**config.mk**
```make
export PLATFORM = sky130hd
export DESIGN_NAME = sync_fifo_param
export DESIGN_NICKNAME = d
export VERILOG_FILES = /design/src/rtl/sync_fifo_param.sv
export SDC_FILE = /design/constraint.sdc
export NUM_CORES = 1
export LEC_CHECK = 0
export CAP_MARGIN = 30
export CORE_MARGIN = 2
export CORE_UTILIZATION = 51
export CTS_BUF_LIST = sky130_fd_sc_hd__clkbuf_16
export CTS_CLUSTER_SIZE = 8
export DETAILED_ROUTE_END_ITERATION = 12
export PLACE_DENSITY_LB_ADDON = 0.1
export SYNTH_ARGS = -nofsm -noshare
export SYNTH_HDL_FRONTEND = slang
export SYNTH_SLANG_ARGS = --single-unit
```
**constraint.sdc**
```tcl
create_clock -name clk -period 3.1 [get_ports clk]
set_input_delay 0.465 -clock clk [delete_from_list [all_inputs] [get_ports clk]]
set_output_delay 0.465 -clock clk [all_outputs]
set_load 0.01 [all_outputs]
```
**src/rtl/sync_fifo_param.sv**
```systemverilog
// Parametrised single-clock FIFO with occupancy count, threshold flags, sticky
// overflow/underflow and a selectable first-word-fall-through read port.
module sync_fifo_param #(
  parameter int DATA_W    = 16,
  parameter int DEPTH     = 16,
  parameter int AFULL_TH  = 12,
  parameter int AEMPTY_TH = 4,
  parameter bit FWFT      = 1'b0
) (
  input  logic                     clk,
  input  logic                     rst,
  input  logic                     w_en,
  input  logic [DATA_W-1:0]        data_in,
  input  logic                     r_en,
  output logic [DATA_W-1:0]        data_out,
  output logic                     full,
  output logic                     empty,
  output logic                     almost_full,
  output logic                     almost_empty,
  output logic [$clog2(DEPTH):0]   count,
  output logic                     overflow,
  output logic                     underflow,
  input  logic                     clr_err
);
  localparam int AW = $clog2(DEPTH);
  localparam int CW = AW + 1;

  logic [DATA_W-1:0] mem [DEPTH];

  logic [AW-1:0]     w_ptr_q, w_ptr_d, r_ptr_q, r_ptr_d;
  logic [CW-1:0]     count_q, count_d;
  logic              full_q, full_d, empty_q, empty_d;
  logic              afull_q, afull_d, aempty_q, aempty_d;
  logic              ovf_q, ovf_d, udf_q, udf_d;
  logic [DATA_W-1:0] dout_q, dout_d;
  logic              rd_ok, wr_ok;

  always_comb begin
    rd_ok   = r_en & ~empty_q;
    // a full FIFO may still take a write when the same edge pops a word
    wr_ok   = w_en & (~full_q | rd_ok);
    w_ptr_d = wr_ok ? w_ptr_q + AW'(1) : w_ptr_q;
    r_ptr_d = rd_ok ? r_ptr_q + AW'(1) : r_ptr_q;
    count_d = count_q;
    if (wr_ok & ~rd_ok)      count_d = count_q + CW'(1);
    else if (rd_ok & ~wr_ok) count_d = count_q - CW'(1);
    full_d   = (count_d == CW'(DEPTH));
    empty_d  = (count_d == '0);
    afull_d  = (count_d >= CW'(AFULL_TH));
    aempty_d = (count_d <= CW'(AEMPTY_TH));
    // a new error in the same cycle as clr_err wins
    ovf_d    = (ovf_q & ~clr_err) | (w_en & ~wr_ok);
    udf_d    = (udf_q & ~clr_err) | (r_en & ~rd_ok);
    dout_d   = rd_ok ? mem[r_ptr_q] : dout_q;
  end

  always_ff @(posedge clk) begin
    if (wr_ok) mem[w_ptr_q] <= data_in;
  end

  always_ff @(posedge clk or posedge rst) begin
    if (rst) begin
      w_ptr_q  <= '0;
      r_ptr_q  <= '0;
      count_q  <= '0;
      full_q   <= 1'b0;
      empty_q  <= 1'b1;
      afull_q  <= 1'b0;
      aempty_q <= 1'b1;
      ovf_q    <= 1'b0;
      udf_q    <= 1'b0;
      dout_q   <= '0;
    end else begin
      w_ptr_q  <= w_ptr_d;
      r_ptr_q  <= r_ptr_d;
      count_q  <= count_d;
      full_q   <= full_d;
      empty_q  <= empty_d;
      afull_q  <= afull_d;
      aempty_q <= aempty_d;
      ovf_q    <= ovf_d;
      udf_q    <= udf_d;
      dout_q   <= dout_d;
    end
  end

  // FWFT shows the head word directly; zero while empty keeps it defined
  assign data_out     = FWFT ? (empty_q ? '0 : mem[r_ptr_q]) : dout_q;
  assign full         = full_q;
  assign empty        = empty_q;
  assign almost_full  = afull_q;
  assign almost_empty = aempty_q;
  assign count        = count_q;
  assign overflow     = ovf_q;
  assign underflow    = udf_q;
endmodule

```
==> flow_metrics.env <==
export IMPL_insertion_delay_ps=510
export IMPL_hold_viol_final=0
export IMPL_path_clk_slew_ps=50
export IMPL_power_density_mw_per_mm2=935
export IMPL_antenna_cells=0
export IMPL_critPathRequiredTime_ps=3490
export IMPL_setup_viol_count_final=0
export IMPL_nets=732
export IMPL_htreeDepth=2
export IMPL_worst_pin_slew_ps=692
export IMPL_startpoint_type="flip-flop"
export IMPL_grt_max_degree=34
export IMPL_drive_gt1_share_pct=20.1
export IMPL_async_flop_share_pct=12.0
export IMPL_rows=54
export IMPL_synth_flop_cell="edfxtp_1"
export IMPL_portBuffers=47
export IMPL_layout_cells_most_common="edfxtp_1"
export IMPL_cts_resized=0
export IMPL_synthCells=610
export IMPL_ioPinCount=48
export IMPL_rsz0062_at_grt="no"
export IMPL_netlist_area_mm2=0.0115
export IMPL_hold_slack_ps=239
export IMPL_drc=0
export IMPL_hold_class="primary input to async pin"
export IMPL_fin_tns_setup_ps=0
export IMPL_antenna_found_initial=0
export IMPL_total_power_mw=12.8
export IMPL_crit_type="flip-flop to flip-flop"
export IMPL_globalplace_congestion=0.761
export IMPL_cts_sinks=291
export IMPL_overflow=0
export IMPL_synth_top_area_cell="edfxtp_1"
export IMPL_yosysSeqAreaShare_pct=74.4
export IMPL_synth_distinct_cells=43
export IMPL_die_area_mm2=0.0238
export IMPL_fmax_mhz=437
export IMPL_drv_slew=0
export IMPL_drt_pass1_iter_count=5
export IMPL_routed_wl_um=23700
export IMPL_grtUsageTotal_pct=20.5
export IMPL_grt_pass1_vias=6194
export IMPL_dp_hpwl_um=14700
export IMPL_cts_hold_buf=0
export IMPL_final_cell_mix="256 x edfxtp_1, 47 x clkdlybuf4s50_1, 43 x mux2i_1, 43 x clkbuf_16, 40 x inv_1"
export IMPL_die_h_um=154
export IMPL_core_area_mm2=0.0220
export IMPL_start_util_pct=52.3
export IMPL_cts_tree="yes"
export IMPL_skew_ps=13.2
export IMPL_cp_end_kind="flip-flop"
export IMPL_post_cts_repair_setup_buffers=0
export IMPL_netlist_area_leader_share_pct=66.7
export IMPL_ys_seq_elements=291
export IMPL_num_vias=5893
export IMPL_fin_util_pct=62.1
export IMPL_synth_nets=638
export IMPL_cts_buffer_depth=3
export IMPL_stdcell_area_mm2=0.0137
export IMPL_synth_edf_count=256
export IMPL_run_status="finished clean"
export IMPL_vdd_drop_max_uv=579
export IMPL_slew_headroom_pct=53.9
export IMPL_post_route_min_period_ps=2290
export IMPL_ant_nets=0
export IMPL_place_area_mm2=0.0125
export IMPL_grt_pass1_wl_um=36400
export IMPL_power_leakage_nw=4.89
export IMPL_ys_warn_count=0
export IMPL_arrival_ps=2670
export IMPL_via_per_inst=5.79
export IMPL_drv_cap=0
export IMPL_ys_top_cells_by_area="edfxtp_1 67%, dfrtp_1 7.2%, mux4_2 5.1%, mux2i_1 3.7%, mux4_1 3.0%"
export IMPL_die_width_um=154
export IMPL_wl_per_cell_um=23.3
export IMPL_period_share_pct=73.8
export IMPL_ctsRootBufferMaster="clkbuf_16"
export IMPL_crit_path_max_fanout=29
export IMPL_cts_buffers=42
export IMPL_drtIter0Drc=283
export IMPL_synthToLayoutAreaGrowth_pct=18.7
export IMPL_avgSynthCellArea_um2=18.9
[report_power, final]
part	switching, mW	total [mW]	leakage (nW)	internal [mW]
clock	1.54	4.02	0.705	2.47
combinational	1.73	3.43	1.46	1.71
sequential	0.480	5.33	2.72	4.85
[synthesized netlist by cell type, types with 4 or more instances]
| library cell | number |
|---|---|
| nand2_1 | 23 |
| a21oi_1 | 5 |
| o22ai_2 | 7 |
| mux2i_1 | 43 |
| nor2b_1 | 4 |
| o22ai_1 | 18 |
| and3_1 | 8 |
| nand2b_1 | 4 |
| nor2_1 | 18 |
| ha_1 | 7 |
| mux4_2 | 26 |
| inv_1 | 8 |
| edfxtp_1 | 256 |
| buf_4 | 8 |
| buf_6 | 4 |
| clkbuf_1 | 9 |
| mux2_2 | 25 |
| nor3_1 | 15 |
| buf_2 | 11 |
| o21ai_0 | 23 |
| and4_1 | 4 |
| xnor2_1 | 9 |
| dfrtp_1 | 33 |
| mux4_1 | 13 |
[registers in the layout (all words and copies together) (netlist names)]
name,cells
almost_empty,1
full,1
w_ptr_q,4
underflow,1
mem,256
empty,1
almost_full,1
data_out,16
count,5
overflow,1
r_ptr_q,4
[metrics by stage]
| stage | cells | setup slack [ps] |
|---|---|---|
| after CTS | 1017 | 783 |
| after global placement | 939 | 609 |
| after floorplan | 610 | 304 |
| after global routing | 1017 | 691 |
| final | 1017 | 814 |
| after detailed placement | 940 | 570 |
[path summary, 6_finish.rpt]
kind,start,to,cells past startpoint,slack [ps]
worst max-delay path,r_ptr_q[1],data_out[5],5,810
worst min-delay path,rst,w_ptr_q[2],2,240
worst max register to register,r_ptr_q[1],data_out[5],5,810
worst min register to register,data_out[10],data_out[10],2,510
max in group asynchronous,rst,data_out[10],4,2260
min in group clk,data_out[10],data_out[10],2,510
[cells by family after synthesis]
family                   share of synthesized area (%)
flip-flops                                        74.4
XOR/XNOR                                         0.760
buffers and inverters                             2.07
adder cells (fa/ha/maj)                          0.760
multiplexers                                      14.2
AO/OA/AOI/OAI                                     3.79
AND/OR/NAND/NOR                                   4.02
[critical path: stages, from the launching register on]
cell and delay [ps]:
dfrtp_2 810, buf_4 420, mux4_2 370, mux2_2 300, o22ai_1 190, nor2_1 60
[per-layer routing]
metal | GRT usage (%) | vias to the layer above | part of all wire, %
met4 | 6.04 | 0 | 2.2
met1 | 27.6 | 3059 | 43
met3 | 3.53 | 42 | 4.8
li1 | - | 2635 | -
met5 | 0 | - | 0
met2 | 34.9 | 157 | 50
[area by class of cell]
cell class | instances | area [µm²]
clock buffers | 43 | 1080
clock inverters | 34 | 136
fillers | 1575 | 8350
inverters | 8 | 30.0
multi-input cells | 278 | 2730
flip-flops and latches | 291 | 8570
well taps | 280 | 350
repair buffers | 83 | 786
(Power assumes the default switching activity.)
